<file path="config.mk">
export PLATFORM = sky130hd
export DESIGN_NAME = motor_cmd_ramp_flat
export DESIGN_NICKNAME = d
export VERILOG_FILES = /design/src/rtl/motor_pkg.sv /design/src/rtl/motor_cmd_ramp_if.sv /design/src/rtl/tick_prescaler.sv /design/src/rtl/motor_cmd_ramp.sv /design/src/flat_wrapper.sv
export SDC_FILE = /design/constraint.sdc
export NUM_CORES = 1
export LEC_CHECK = 0
export ABC_AREA = 1
export CAP_MARGIN = 0
export CORE_MARGIN = 10
export CORE_UTILIZATION = 60
export DETAILED_ROUTE_END_ITERATION = 6
export PLACE_DENSITY = 0.95
export SYNTH_ARGS = -nofsm -noshare
export SYNTH_HDL_FRONTEND = slang
export SYNTH_SLANG_ARGS = --single-unit
</file>
<file path="constraint.sdc">
create_clock -name i_clk -period 17.7 [get_ports i_clk]
set_input_delay 5.31 -clock i_clk [delete_from_list [all_inputs] [get_ports i_clk]]
set_output_delay 5.31 -clock i_clk [all_outputs]
set_load 0.05 [all_outputs]
</file>
<file path="src/rtl/motor_pkg.sv">
// Shared definitions for the motor command ramp: FSM state encoding and default PWM width.
package motor_pkg;
  localparam int K_PWMRES_DEF = 10;

  typedef enum logic [1:0] {
    ST_RUN   = 2'd0,
    ST_DWELL = 2'd1,
    ST_BRAKE = 2'd2
  } motor_state_e;
endpackage

</file>
<file path="src/rtl/motor_cmd_ramp_if.sv">
// Command/parameter bundle between the speed controller (master) and the ramp block (slave).
interface motor_cmd_ramp_if
  import motor_pkg::*;
#(
  parameter int K_PWMRES = K_PWMRES_DEF
);
  logic signed [K_PWMRES:0]   i_target;
  logic                       i_target_valid;
  logic                       i_brake_req;
  logic        [K_PWMRES-1:0] i_param_step;
  logic        [15:0]         i_param_prescale;
  logic        [15:0]         i_param_dwell;
  logic        [K_PWMRES-1:0] i_param_pwm_max;
  logic        [K_PWMRES-1:0] o_pwm_command;
  logic                       o_reverse;
  logic                       o_brake;
  logic                       o_settled;

  modport master (
    output i_target, i_target_valid, i_brake_req, i_param_step,
           i_param_prescale, i_param_dwell, i_param_pwm_max,
    input  o_pwm_command, o_reverse, o_brake, o_settled
  );

  modport slave (
    input  i_target, i_target_valid, i_brake_req, i_param_step,
           i_param_prescale, i_param_dwell, i_param_pwm_max,
    output o_pwm_command, o_reverse, o_brake, o_settled
  );
endinterface

</file>
<file path="src/rtl/tick_prescaler.sv">
// Free-running ramp tick generator: counts 0..i_period, tick high in the wrap cycle.
module tick_prescaler (
  input  logic        i_clk,
  input  logic        i_rst,
  input  logic [15:0] i_period,
  output logic        o_tick
);
  logic [15:0] cnt;

  // >= so a period lowered below the running count wraps immediately
  assign o_tick = (cnt >= i_period);

  always_ff @(posedge i_clk) begin
    if (i_rst)       cnt <= '0;
    else if (o_tick) cnt <= '0;
    else             cnt <= cnt + 16'd1;
  end
endmodule

</file>
<file path="src/rtl/motor_cmd_ramp.sv">
// Slew-limited PWM command generator with brake-and-dwell direction reversal and emergency brake.
module motor_cmd_ramp
  import motor_pkg::*;
#(
  parameter int K_PWMRES = K_PWMRES_DEF
) (
  input  logic          i_clk,
  input  logic          i_rst,
  motor_cmd_ramp_if.slave mif
);
  localparam int W = K_PWMRES;

  motor_state_e      state;
  logic signed [W:0] tgt;
  logic [W-1:0]      mag, tgt_abs, tgt_mag, nxt_toward, nxt_down;
  logic [W:0]        magx, tgtx, stepx, d_up, d_dn;
  logic [15:0]       dcnt;
  logic              tgt_dir, rev, brk, tick;

  tick_prescaler u_presc (
    .i_clk    (i_clk),
    .i_rst    (i_rst),
    .i_period (mif.i_param_prescale),
    .o_tick   (tick)
  );

  always_comb begin
    tgt_dir = tgt[W];
    // the most-negative request has no positive twin; pin it to full scale
    if (tgt == {1'b1, {W{1'b0}}}) tgt_abs = '1;
    else if (tgt_dir)             tgt_abs = W'(-tgt);
    else                          tgt_abs = W'(tgt);
    tgt_mag = (tgt_abs > mif.i_param_pwm_max) ? mif.i_param_pwm_max : tgt_abs;

    magx  = {1'b0, mag};
    tgtx  = {1'b0, tgt_mag};
    stepx = {1'b0, mif.i_param_step};
    d_up  = tgtx - magx;
    d_dn  = magx - tgtx;

    nxt_toward = mag;
    if (magx < tgtx)      nxt_toward = (d_up <= stepx) ? tgt_mag : mag + mif.i_param_step;
    else if (magx > tgtx) nxt_toward = (d_dn <= stepx) ? tgt_mag : mag - mif.i_param_step;
    nxt_down = (magx <= stepx) ? '0 : mag - mif.i_param_step;
  end

  always_ff @(posedge i_clk) begin
    if (i_rst) begin
      tgt   <= '0;
      mag   <= '0;
      rev   <= 1'b0;
      brk   <= 1'b0;
      state <= ST_RUN;
      dcnt  <= '0;
    end else begin
      if (mif.i_target_valid) tgt <= mif.i_target;
      if (mif.i_brake_req) begin
        state <= ST_BRAKE;
        mag   <= '0;
        brk   <= 1'b1;
      end else begin
        case (state)
          ST_RUN: if (tick) begin
            if (rev == tgt_dir || tgt_mag == '0) begin
              mag <= nxt_toward;
            end else begin
              // wrong direction: spin down, then brake for the dwell before flipping
              mag <= nxt_down;
              if (nxt_down == '0) begin
                state <= ST_DWELL;
                dcnt  <= '0;
                brk   <= 1'b1;
              end
            end
          end
          ST_DWELL: begin
            mag <= '0;
            if (dcnt == mif.i_param_dwell) begin
              state <= ST_RUN;
              rev   <= tgt_dir;
              brk   <= 1'b0;
            end else begin
              dcnt <= dcnt + 16'd1;
            end
          end
          default: begin
            state <= ST_RUN;
            mag   <= '0;
            brk   <= 1'b0;
            rev   <= tgt_dir;
          end
        endcase
      end
    end
  end

  assign mif.o_pwm_command = mag;
  assign mif.o_reverse     = rev;
  assign mif.o_brake       = brk;
  assign mif.o_settled     = (state == ST_RUN) && (mag == tgt_mag) && (rev == tgt_dir);
endmodule

</file>
<file path="src/flat_wrapper.sv">
// flat-port wrapper written by rule: the top's interface ports become plain ports
module motor_cmd_ramp_flat import motor_pkg::*;
#(
  parameter int K_PWMRES = K_PWMRES_DEF
)
  (i_clk, i_rst, mif_i_target, mif_i_target_valid, mif_i_brake_req, mif_i_param_step, mif_i_param_prescale, mif_i_param_dwell, mif_i_param_pwm_max, mif_o_pwm_command, mif_o_reverse, mif_o_brake, mif_o_settled);
  motor_cmd_ramp_if #(.K_PWMRES(K_PWMRES)) mif_i ();
  input  logic i_clk;
  input  logic i_rst;
  input wire logic [$bits(mif_i.i_target)-1:0] mif_i_target;
  input wire logic [$bits(mif_i.i_target_valid)-1:0] mif_i_target_valid;
  input wire logic [$bits(mif_i.i_brake_req)-1:0] mif_i_brake_req;
  input wire logic [$bits(mif_i.i_param_step)-1:0] mif_i_param_step;
  input wire logic [$bits(mif_i.i_param_prescale)-1:0] mif_i_param_prescale;
  input wire logic [$bits(mif_i.i_param_dwell)-1:0] mif_i_param_dwell;
  input wire logic [$bits(mif_i.i_param_pwm_max)-1:0] mif_i_param_pwm_max;
  output wire logic [$bits(mif_i.o_pwm_command)-1:0] mif_o_pwm_command;
  output wire logic [$bits(mif_i.o_reverse)-1:0] mif_o_reverse;
  output wire logic [$bits(mif_i.o_brake)-1:0] mif_o_brake;
  output wire logic [$bits(mif_i.o_settled)-1:0] mif_o_settled;
  assign mif_i.i_target = mif_i_target;
  assign mif_i.i_target_valid = mif_i_target_valid;
  assign mif_i.i_brake_req = mif_i_brake_req;
  assign mif_i.i_param_step = mif_i_param_step;
  assign mif_i.i_param_prescale = mif_i_param_prescale;
  assign mif_i.i_param_dwell = mif_i_param_dwell;
  assign mif_i.i_param_pwm_max = mif_i_param_pwm_max;
  assign mif_o_pwm_command = mif_i.o_pwm_command;
  assign mif_o_reverse = mif_i.o_reverse;
  assign mif_o_brake = mif_i.o_brake;
  assign mif_o_settled = mif_i.o_settled;
  motor_cmd_ramp #(.K_PWMRES(K_PWMRES)) u_core (.i_clk(i_clk), .i_rst(i_rst), .mif(mif_i));
endmodule
</file>
==> Word level (Yosys, flattened, before mapping) <==
Cells that the tools add are included.
{ "word_totals": {"regBits": 57, "input_bits": 67, "output_inout_bits": 13, "word_cells": 82} }
{ "classes": {"addsub": 7, "n_lt_le_gt_ge": 7, "eq_ne": 15, "muxes": 28, "n_bitwise": 2, "reduce_logical": 15} }
{ "op_table": {"columns": ["op", "n"], "rows": [
  ["10-bit 2-to-1 mux", 9],
  ["16-bit 2-to-1 mux", 4],
  ["16-bit by 1-bit adder with 16-bit output, second input constant", 2],
  ["16-bit case mux with 2 select lines", 1],
  ["11-bit by 10-bit <= comparator with 1-bit output", 2],
  ["10-bit by 10-bit subtractor with 11-bit output", 2],
  ["10-bit > comparator", 2],
  ["10-bit logical NOT", 2],
  ["16-bit equality test", 1],
  ["16-bit >= comparator", 1],
  ["11-bit equality test, second input constant", 1],
  ["10-bit adder", 1],
  ["10-bit equality test", 1],
  ["10-bit <= comparator", 1],
  ["10-bit < comparator", 1],
  ["2-bit 2-to-1 mux", 5],
  ["10-bit negator", 1],
  ["10-bit subtractor", 1],
  ["3-bit by 2-bit inequality test with 1-bit output, second input constant", 3],
  ["4-bit AND reduction", 2],
  ["1-bit 2-to-1 mux", 6],
  ["2-bit by 1-bit inequality test with 1-bit output, second input constant", 3],
  ["6-bit AND reduction", 1],
  ["2-bit inequality test, second input constant", 2],
  ["15 further kinds", 19]
]} }

==> Longest topological paths before layout <==
Gate-level depths: netlist of the first run.
{ "logic_depth": {"depth_word": 11, "depth_mapped": 47, "depth_no_buf": 44} }

==> Hierarchy <==
Synthesis of the first run repeated with hierarchy kept, for this count alone.
{ "hier_totals": {"cells_unflattened": 1137, "hier_area_um2": 7284.5} }
{ "by_module_without_submodules": {"columns": ["mod", "instances", "cells_each", "area_per_inst_um2"], "rows": [
  ["motor_cmd_ramp", 1, 968, 6072.1],
  ["tick_prescaler", 1, 169, 1212.4]
]} }

==> Worst setup path before layout of the first run <==
OpenSTA, ideal clock, no wires.
{ "synth_timing": {"kind": "input to output", "from": "in mif_i_param_pwm_max[5]", "to": "out mif_o_settled", "t_arrival_ns": 8.864, "required_ns": 12.390, "path_slack_ns": 3.526, "stages": 19, "path_cell_list": "inv_1 ha_1 nand2_1 inv_1 nand2_1 nand2_1 nand2_1 nand3_2 nand2_2 buf_6 nand4_1 nand2_2 inv_1 ha_1 clkbuf_1 nand2_1 nor2_1 inv_1 nor4_1"} }
{ "synth_between": {"elab_chain_cells": 5} }
{ "synth_rtl": {"columns": ["item", "line", "text"], "rows": [
  ["from (decl)", "flat_wrapper.sv:16", "input wire logic [$bits(mif_i.i_param_pwm_max)-1:0] mif_i_param_pwm_max;"],
  ["10-bit > comparator", "motor_cmd_ramp.sv:33", "tgt_mag = (tgt_abs > mif.i_param_pwm_max) ? mif.i_param_pwm_max : tgt_abs;"],
  ["10-bit 2-to-1 mux *", "motor_cmd_ramp.sv:33", null],
  ["10-bit equality test *", "motor_cmd_ramp.sv:100", "assign mif.o_settled = (state == ST_RUN) && (mag == tgt_mag) && (rev == tgt_dir);"],
  ["1-bit logical AND * (2 in a row)", "motor_cmd_ramp.sv:100", null],
  ["to (decl)", "flat_wrapper.sv:20", "output wire logic [$bits(mif_i.o_settled)-1:0] mif_o_settled;"]
]} }
Every way passes the cells marked *; elsewhere a longest branch is shown, timed or not.

==> Final worst setup path of the first run <==
{ "layout_timing": {"from": "in mif_i_param_pwm_max[9]", "to": "out mif_o_settled"} }
Same word-level chain as after synthesis.

==> results.md, run 1 <==
- Status: completed
- Worst-Margin Slew: 0.946 ns
- DP Area: 7670 um2
- Die height: 127 um
- Root buffer selected by CTS: clkbuf_16
- Area growth syn-to-layout: 15.9%
- Layout Cell Area excl Fill: 7970 um2
- Gr ovfl total: 0
- FP Rows: 39
- Initial Util: 0.607
- M1 WL: 8300 um
- Final hold vios: 0
- Register bit total from synthesis: 57
- Post-synthesis instance area: 6870 um2
- CTS sink count: 57
- Post-route clock period utilization: 0.829
- WHS: 0.476 ns
- Chip width: 127 um
- Max_cap viols: 0
- Worst Path Arrival: 9.37 ns
- Drt drc: 0
- First-pass GRT wire length: 32600 um
- Slew headroom: 0.367
- Initial antenna violation count: 0
- Setup Fix Bufs, Post-CTS: 0
- Hold Path Class: reg -> reg
- # resized after CTS: 0
- Tmin final: 14.68 ns
- Routed wl met3: 1750 um
- Routed WL: 19600 um
- LEAKAGE: 3.85 nW
- Dominant cell type by area after synthesis: dfxtp_1
- Fill cell count: 969
- Commonest non-fill, non-tap cell in the layout: nand2_1
- Syn. warnings: 0
- Antenna Nets Post-Route: 0
- Finished Core Util: 0.704
- Vias in the first global route: 6912
- 1st-iter DRT viols: 750
- Vias/cell: 5.71
- Largest net degree at the start of global routing: 22
- Synthesized area per cell: 6.39 um2
- Layout cells sized above 1: 0.0746
- Sequential area share after synthesis: 0.166
- DR top layer: met4
- Clock Tree Buf Depth: 2
- GR Util All Layers: 0.239
- Cts hold-fix bufs: 0
- Final setup viols: 0
- Most frequent cells in the layout: nand2_1 (239), inv_1 (158), nor2_1 (84), ha_1 (83), clkdlybuf4s50_1 (79)
- Syn Inst Count: 1076
- Primary FF master, synth: dfxtp_1
- Ranking of synthesized cells by area: dfxtp_1 (17%), ha_1 (15%), nand2_1 (13%)
- Setup tns final: 0 ns
- Clock buffer count from CTS: 9
- Syn_nets: 1229
- Worst-path clk slew: 0.05 ns
- P per Cell Area: 75.4 nW/um2
- Core area: 11300 um2
- Critical path launch point type: primary input
- CTS H-Tree Depth: 3
- Via count: 7325
- Diodes inserted: 0
- Nets: 1288
- Router iterations before antenna repair: 6
- WP data required: 12.39 ns
- Crit. End Element: output pin
- Max frequency: 0.0681 GHz
- Wire length on met2: 8800 um
- IO buf count: 79
- CP max FO: 11
- Peak VDD IR: 0.0606 mV
- Synth cell types: 57
- Ys async rst share: 0
- I/O pin cnt: 80
- Post-synth EDFFs: 0
- Slew Limit Fails: 0
- Hpwl dp: 15700 um
- Fin Clk Skew: 0.00526 ns
- Routed WL per cell: 15.3 um
- CTS tree: yes
- Unrepaired setup endpoints after global routing: no
- Placer Congestion: 0.962
- Clk_lat worst skew: 0.33 ns
- Yosys top cell area share: 0.166
- Die footprint: 16100 um2
- Crit path kind: in -> out
final timing paths:
path / slack (ns) / start / depth (start not counted) / end
setup / recovery: 3.02 / mif_i_param_pwm_max[9] / 17 / mif_o_settled
hold / removal: 0.48 / u_core.mif.o_brake / 2 / u_core.mif.o_brake
setup reg to reg: 11.36 / u_core.tgt[10] / 38 / u_core.mif.o_pwm_command[9]
hold reg to reg: 0.48 / u_core.mif.o_brake / 2 / u_core.mif.o_brake
report_power, final:
group	leakage, nW	switching [mW]	internal, mW
registers	0.463	0.00322	0.132
clock network	0.142	0.0617	0.112
logic	3.25	0.185	0.107
worst max-delay path, cell delays in order:
cell and delay [ns]:
clkdlybuf4s50_1 0.48, inv_1 0.05, ha_1 0.30, nand2_1 0.12
inv_1 0.07, a21oi_2 0.16, nand3_2 0.12, nand2_2 0.30
nand4_1 0.17, nand2_2 0.15, inv_1 0.06, ha_1 0.45
nand2_1 0.11, nor2_1 0.17, inv_1 0.09, nor4_1 0.38
clkdlybuf4s50_1 0.89
cells by family (layout without fill, tap and decap cells):
logic type               Yosys count  count (layout)  share of synthesized area
flip-flops                        57              57                      0.166
AO/OA/AOI/OAI                    172             172                      0.147
AND/OR/NAND/NOR                  502             502                      0.334
XOR/XNOR                          57              57                     0.0726
adder cells (fa/ha/maj)           86              86                      0.160
buffers and inverters            202             266                      0.120
layout make-up:
cell class / instances / area (um2) / area share
clock buffers: 11 / 243 / 0.0305
clock inverters: 5 / 55.1 / 0.00691
inverters: 171 / 652 / 0.0818
multi-input cells: 817 / 4900 / 0.616
flip-flops and latches: 57 / 1140 / 0.143
well taps: 143 / 179 / 0.0225
repair buffers: 79 / 791 / 0.0993
metal layers:
| metal | global-route usage | up-vias |
|---|---|---|
| li1 | - | 3596 |
| met1 | 0.298 | 3305 |
| met2 | 0.389 | 369 |
| met3 | 0.0484 | 55 |
| met4 | 0.109 | 0 |
| met5 | 0 | - |
sequential cells by signal, indices dropped and copies added, names as in the netlist:
name / count
u_core.dcnt: 16
u_core.mif.o_brake: 1
u_core.mif.o_pwm_command: 10
u_core.mif.o_reverse: 1
u_core.state: 2
u_core.tgt: 11
u_core.u_presc.cnt: 16
cell usage after synthesis, drive strengths merged, types with 2 or more instances:
cell type	count
or2	9
and3	2
nor3b	7
nor3	24
o2111ai	2
a21oi	88
o21a	7
dfxtp	57
ha	83
buf	17
xor2	53
nor4	9
nand2	264
nor2	89
xnor2	4
nand3	81
o211ai	2
o21ai	55
nand4	14
inv	170
a31oi	4
o21bai	6
fa	3
a21boi	2
clkbuf	14
metrics by stage:
step                setup slack (ns)  total power, mW  cells
global route                    2.73            0.643   1283
finish                          3.02            0.601   1283
CTS                             3.04            0.595   1283
detailed placement              3.05            0.420   1267
global placement                3.12            0.411   1267
floorplan                       3.53            0.351   1076
(Power assumes the default switching activity.)
==> run 2, diff against run 1 <==
--- a/config.mk
+++ b/config.mk
@@ -8,9 +8,9 @@
 export ABC_AREA = 1
 export CAP_MARGIN = 0
 export CORE_MARGIN = 10
-export CORE_UTILIZATION = 60
+export CORE_UTILIZATION = 58
 export DETAILED_ROUTE_END_ITERATION = 6
-export PLACE_DENSITY = 0.95
+export PLACE_DENSITY = 0.92
 export SYNTH_ARGS = -nofsm -noshare
 export SYNTH_HDL_FRONTEND = slang
 export SYNTH_SLANG_ARGS = --single-unit
==> constraint.sdc (replaced) <==
create_clock -name i_clk -period 14.65 [get_ports i_clk]
set_input_delay 4.395 -clock i_clk [delete_from_list [all_inputs] [get_ports i_clk]]
set_output_delay 4.395 -clock i_clk [all_outputs]
set_load 0.05 [all_outputs]
==> run 2 against run 1 <==
- die area up 2.9%
- final area about the same
- worst hold slack worse by 0.012 ns
- setup slack worse by 1.2 ns
- clock-buffer cell count down 1
- register-to-register slack worse by 3.2 ns
- cell count unchanged
- sequential power up 21%
- critical path type unchanged
- critical endpoint unchanged
- largest cell class unchanged
- largest power group unchanged
==> results.md, run 2 (synthesis gave the netlist of run 1 again) <==
- Post-route clock period utilization: 0.875
- FP Rows: 39 (unchanged)
- Via count: 7177 (was 7325)
- Hpwl dp: 15600 um (was 15700 um)
- Chip width: 129 um (was 127 um)
- Hold Path Class: reg -> reg (unchanged)
- P per Cell Area: 92.4 nW/um2 (was 75.4 nW/um2)
- Area growth syn-to-layout: 16.0% (was 15.9%)
- Internal power: 425 uW (was 351 uW)
- CTS H-Tree Depth: 3 (unchanged)
- CTS sink count: 57 (unchanged)
- Vias in the first global route: 6664 (was 6912)
- Flop pwr share: 0.221 (was 0.224)
- Reg area: 1140 um2 (unchanged)
- Unrepaired setup endpoints after global routing: no (unchanged)
- DP Area: 7670 um2 (unchanged)
- Hold Path Stages: 2 (unchanged)
- Max_cap viols: 0 (unchanged)
- GR Util All Layers: 0.231 (was 0.239)
- IO buf count: 79 (unchanged)
- Gr ovfl total: 0 (unchanged)
- Slew Limit Fails: 0 (unchanged)
- Drt drc: 0 (unchanged)
- Clock Tree Buf Depth: 2 (unchanged)
- Worst Path Arrival: 8.42 ns (was 9.37 ns)
- Critical path launch point type: primary input (unchanged)
- Peak VDD IR: 0.0582 mV (was 0.0606 mV)
- Router iterations before antenna repair: 5 (was 6)
- Regs by FF count: u_core.dcnt (16), u_core.u_presc.cnt (16), u_core.tgt (11) (unchanged)
- Nets: 1288 (unchanged)
- Multi-input logic area: 4900 um2 (unchanged)
- First-pass GRT wire length: 31800 um (was 32600 um)
- Fin Clk Skew: 0.00756 ns (was 0.00526 ns)
- Sw Pwr: 312 uW (was 250 uW)
- I/O pin cnt: 80 (unchanged)
- Setup tns final: 0 ns (unchanged)
- Clk_lat worst skew: 0.34 ns (was 0.33 ns)
- CTS tree: yes (unchanged)
- Placer Congestion: 0.972 (was 0.962)
- Initial antenna violation count: 0 (unchanged)
- CP max FO: 11 (unchanged)
- Crit. End Element: output pin (unchanged)
- Max frequency: 0.0780 GHz
- Final hold vios: 0 (unchanged)
- Die height: 129 um (was 127 um)
- WP data required: 10.26 ns (was 12.39 ns)
- Clock power frac: 0.296 (was 0.289)
- Commonest non-fill, non-tap cell in the layout: nand2_1 (unchanged)
- Tmin final: 12.81 ns
- Routed WL per cell: 15.2 um (was 15.3 um)
- Vias/cell: 5.59 (was 5.71)
- Routed WL: 19500 um (was 19600 um)
- Finished Layout Cells: 1283 (unchanged)
- Core area: 11500 um2 (was 11300 um2)
- Combinational power share: 0.484 (was 0.486)
- Root buffer selected by CTS: clkbuf_16 (unchanged)
- Worst-Margin Slew: 0.902 ns (was 0.946 ns)
- Most frequent cells in the layout: nand2_1 (239), inv_1 (158), nor2_1 (84), ha_1 (83), clkdlybuf4s50_1 (79) (unchanged)
- Sw Ratio: 0.423 (was 0.416)
- # resized after CTS: 0 (unchanged)
- Placed cell count: 1267 (unchanged)
- Clock buffer count from CTS: 9 (unchanged)
- Fill cell count: 990 (was 969)
- Slew headroom: 0.397 (was 0.367)
- Largest net degree at the start of global routing: 22 (unchanged)
- Die footprint: 16600 um2 (was 16100 um2)
- Initial Util: 0.597 (was 0.607)
- Setup Fix Bufs, Post-CTS: 0 (unchanged)
- Diodes inserted: 0 (unchanged)
- Status: completed (unchanged)
- LEAKAGE: 3.85 nW (about the same)
- Layout cells sized above 1: 0.0754 (was 0.0746)
- Antenna Nets Post-Route: 0 (unchanged)
- Cts hold-fix bufs: 0 (unchanged)
- Crit path kind: in -> out (unchanged)
- 1st-iter DRT viols: 531 (was 750)
- R2R cell count: 33 (was 38)
- Final setup viols: 0 (unchanged)
- Layout Cell Area excl Fill: 7970 um2 (about the same)
- Worst-path clk slew: 0.05 ns (about the same)
## run 2: changes by cell type in the layout (fill, tap and decap cells not counted), sizes merged
cell	previous run	this run
clkbuf	11	10
clkinv	3	2
clkinvlp	2	3
inv	170	171
## run 2: layout make-up
class	count	area share
repair buffers	79	0.0992
clock inverters	6	0.00832
flip-flops and latches	57	0.143
inverters	171	0.0818
clock buffers	10	0.0300
well taps	143	0.0224
multi-input cells	817	0.615
## run 2: worst max-delay path: stages
cell and delay (ns):
clkdlybuf4s50_1 0.48, inv_1 0.05, ha_1 0.29, nand2_1 0.09, nor2_2 0.18, nand3_1 0.11
nand3_2 0.12, nand2_2 0.23, inv_8 0.16, nand2_1 0.07, nand2_2 0.13, inv_1 0.06
ha_1 0.44, nand2_1 0.12, nor2_1 0.18, inv_1 0.09, nor4_1 0.33, clkdlybuf4s50_1 0.88
## run 2: per-stage QoR
stage                util  worst slack (ns)  hold slack (ns)  power [mW]
global route        0.692              1.55            0.496       0.783
floorplan               -              2.31            0.430       0.424
global placement    0.666              1.92            0.441       0.499
finish              0.692              1.84            0.464       0.737
detailed placement  0.666              1.88            0.456       0.509
CTS                 0.692              1.87            0.468       0.726
## run 2: worst paths after layout
check	start	to	slack, ns
setup / recovery	mif_i_param_pwm_max[9]	mif_o_settled	1.84
hold / removal	u_core.mif.o_brake	u_core.mif.o_brake	0.46
setup reg to reg	u_core.tgt[10]	u_core.mif.o_pwm_command[2]	8.18
hold reg to reg	u_core.mif.o_brake	u_core.mif.o_brake	0.46
## run 2: layer usage
metal / GRT usage / vias to the layer above / share of wire
met4: 0.0803 / 0 / 0.025
met5: 0 / - / 0
met3: 0.0550 / 37 / 0.10
li1: - / 3603 / -
met1: 0.298 / 3214 / 0.43
met2: 0.370 / 323 / 0.44
## run 2: power by group through the flow
stage	logic [mW]	registers [mW]	clock network [mW]
2_1_floorplan	0.258	0.166	0
3_3_place_gp	0.333	0.166	0
3_5_place_dp	0.343	0.166	0
4_1_cts	0.347	0.163	0.216
5_1_grt	0.398	0.163	0.222
6_report	0.356	0.163	0.218
==> run 3, diff against run 2 <==
--- a/config.mk
+++ b/config.mk
@@ -8,9 +8,9 @@
 export ABC_AREA = 1
 export CAP_MARGIN = 0
 export CORE_MARGIN = 10
-export CORE_UTILIZATION = 58
+export CORE_UTILIZATION = 53
 export DETAILED_ROUTE_END_ITERATION = 6
-export PLACE_DENSITY = 0.92
+export PLACE_DENSITY = 0.89
 export SYNTH_ARGS = -nofsm -noshare
 export SYNTH_HDL_FRONTEND = slang
 export SYNTH_SLANG_ARGS = --single-unit
==> constraint.sdc (replaced) <==
create_clock -name i_clk -period 10.8 [get_ports i_clk]
set_input_delay 3.24 -clock i_clk [delete_from_list [all_inputs] [get_ports i_clk]]
set_output_delay 3.24 -clock i_clk [all_outputs]
set_load 0.05 [all_outputs]
==> run 3 against run 2 <==
- combinational power rose by 35%
- die area rose by 7.9%
- clock skew fell by 0.00083 ns
- sequential power rose by 36%
- worst hold slack improved by 0.0062 ns
- clock power rose by 14%
- routed wire length rose by 0.66%
- register-to-register slack got worse by 4.0 ns
==> results.md, run 3 (synthesis gave the netlist of run 1 again) <==
- Nets: 1288 (unchanged)
- Gr ovfl total: 0 (unchanged)
- WHS: 0.470 ns (was 0.464 ns)
- Finished Core Util: 0.628 (was 0.692)
- Max frequency: 0.100 GHz
- Setup tns final: 0 ns (unchanged)
- Unrepaired setup endpoints after global routing: no (unchanged)
- Crit. End Element: output pin (unchanged)
- CTS sink count: 57 (unchanged)
- CP max FO: 11 (unchanged)
- Status: completed (unchanged)
- Slew headroom: 0.398 (was 0.397)
- Tmin final: 9.95 ns
- Power Total: 950 uW (was 737 uW)
- R2R Path Start: u_core.tgt[0] (was u_core.tgt[10])
- Vias in the first global route: 6569 (was 6664)
- Routed WL: 19600 um (was 19500 um)
- Placed cell count: 1296 (was 1267)
- Clk_lat worst skew: 0.33 ns (was 0.34 ns)
- R2R cell count: 37 (was 33)
- Peak VDD IR: 0.0866 mV (was 0.0582 mV)
- Diodes inserted: 0 (unchanged)
- Fin Clk Skew: 0.00673 ns (was 0.00756 ns)
- Layout Cell Area excl Fill: 7950 um2 (was 7970 um2)
- # resized after CTS: 0 (unchanged)
- CTS tree: yes (unchanged)
- Routed WL per cell: 15.0 um (was 15.2 um)
- Finished Layout Cells: 1310 (was 1283)
- CTS H-Tree Depth: 3 (unchanged)
- Clock buffer count from CTS: 9 (unchanged)
- Antenna Nets Post-Route: 0 (unchanged)
- Via count: 7110 (was 7177)
- DP Area: 7700 um2 (was 7670 um2)
- FP Rows: 41 (was 39)
- Root buffer selected by CTS: clkbuf_16 (unchanged)
- 1st-iter DRT viols: 515 (was 531)
- Drt drc: 0 (unchanged)
- Largest net degree at the start of global routing: 22 (unchanged)
- Clock Tree Buf Depth: 2 (unchanged)
- Setup Fix Bufs, Post-CTS: 0 (unchanged)
- Final setup viols: 0 (unchanged)
- Hold Path Class: reg -> reg (unchanged)
- P per Cell Area: 120 nW/um2 (was 92.4 nW/um2)
- Final Worst Setup Slack: 0.848 ns (was 1.84 ns)
- Area growth syn-to-layout: 15.7% (was 16.0%)
- Hold Path Origin: u_core.mif.o_brake (unchanged)
- IO buf count: 79 (unchanged)
- Commonest non-fill, non-tap cell in the layout: nand2_1 (unchanged)
- Crit path kind: in -> out (unchanged)
- Worst-path clk slew: 0.05 ns (about the same)
- Router iterations before antenna repair: 5 (unchanged)
- Hold EP: u_core.mif.o_brake (unchanged)
- Vias/cell: 5.43 (was 5.59)
- R2R Setup Slk: 4.16 ns (was 8.18 ns)
- Initial Util: 0.542 (was 0.597)
- Critical path launch point type: primary input (unchanged)
- R2r endpoint: u_core.mif.o_pwm_command[9] (was u_core.mif.o_pwm_command[2])
- First-pass GRT wire length: 32300 um (was 31800 um)
- Die footprint: 17900 um2 (was 16600 um2)
- Layout cells sized above 1: 0.0738 (was 0.0754)
- Core area: 12700 um2 (was 11500 um2)
- Max_cap viols: 0 (unchanged)
- WP data required: 7.56 ns (was 10.26 ns)
- I/O pin cnt: 80 (unchanged)
- LEAKAGE: 3.84 nW (was 3.85 nW)
- Worst-Margin Slew: 0.899 ns (was 0.902 ns)
- Final hold vios: 0 (unchanged)
- GR Util All Layers: 0.215 (was 0.231)
- Placer Congestion: 0.978 (was 0.972)
- Most frequent cells in the layout: nand2_1 (239), inv_1 (158), nor2_1 (84), ha_1 (83) (was nand2_1 (239), inv_1 (158), nor2_1 (84), ha_1 (83), clkdlybuf4s50_1 (79))
- Worst Path Arrival: 6.71 ns (was 8.42 ns)
- Regs by FF count: u_core.dcnt (16), u_core.u_presc.cnt (16), u_core.tgt (11) (unchanged)
- Die height: 134 um (was 129 um)
- Initial antenna violation count: 0 (unchanged)
- Hpwl dp: 15800 um (was 15600 um)
- Post-route clock period utilization: 0.921
- Cts hold-fix bufs: 0 (unchanged)
- Chip width: 134 um (was 129 um)
- Slew Limit Fails: 0 (unchanged)
- Dpl ws: 0.863 ns (was 1.88 ns)
- Hold Path Stages: 2 (unchanged)
-- run 3: where the power goes --
| part | leakage, nW | switching, mW | internal (mW) |
|---|---|---|---|
| clock | 0.124 | 0.0967 | 0.151 |
| sequential | 0.463 | 0.00530 | 0.216 |
| combinational | 3.25 | 0.307 | 0.175 |
| total | 3.84 | 0.408 | 0.542 |
-- run 3: worst max-delay path by stage --
stage / from / endpoint / cells after the start / slack (ns)
5_1_grt: mif_i_param_pwm_max[9] / mif_o_settled / 17 / 0.56
2_1_floorplan: mif_i_param_pwm_max[5] / mif_o_settled / 19 / 0.77
6_report: mif_i_param_pwm_max[9] / mif_o_settled / 17 / 0.85
3_5_place_dp: mif_i_param_pwm_max[9] / mif_o_settled / 17 / 0.86
3_3_place_gp: mif_i_param_pwm_max[9] / mif_o_settled / 17 / 0.91
4_1_cts: mif_i_param_pwm_max[9] / mif_o_settled / 17 / 0.86
-- run 3: worst max-delay path, cell delays in order --
cell             delay [ns]
clkdlybuf4s50_1        0.52
inv_1                  0.06
ha_1                   0.30
nand2_1                0.10
inv_1                  0.06
a21oi_2                0.14
nand3_2                0.12
nand2_2                0.31
nand4_1                0.18
nand2_2                0.14
inv_1                  0.05
ha_1                   0.43
nand2_1                0.10
nor2_1                 0.15
inv_1                  0.09
nor4_1                 0.42
buf_4                  0.28
-- run 3: layout make-up --
class	count	area (um2)
repair buffers	79	788
clock inverters	4	22.5
fillers	1212	4720
multi-input cells	817	4900
inverters	171	652
well taps	172	215
flip-flops and latches	57	1140
clock buffers	10	229
-- run 3: layer usage --
metal / track usage / routed length [um] / vias up / share of wire
met2: 0.328 / 8400 / 295 / 0.43
met3: 0.0441 / 1670 / 36 / 0.085
met1: 0.294 / 9060 / 3167 / 0.46
li1: - / - / 3612 / -
met4: 0.0738 / 497 / 0 / 0.025
met5: 0 / 0 / - / 0
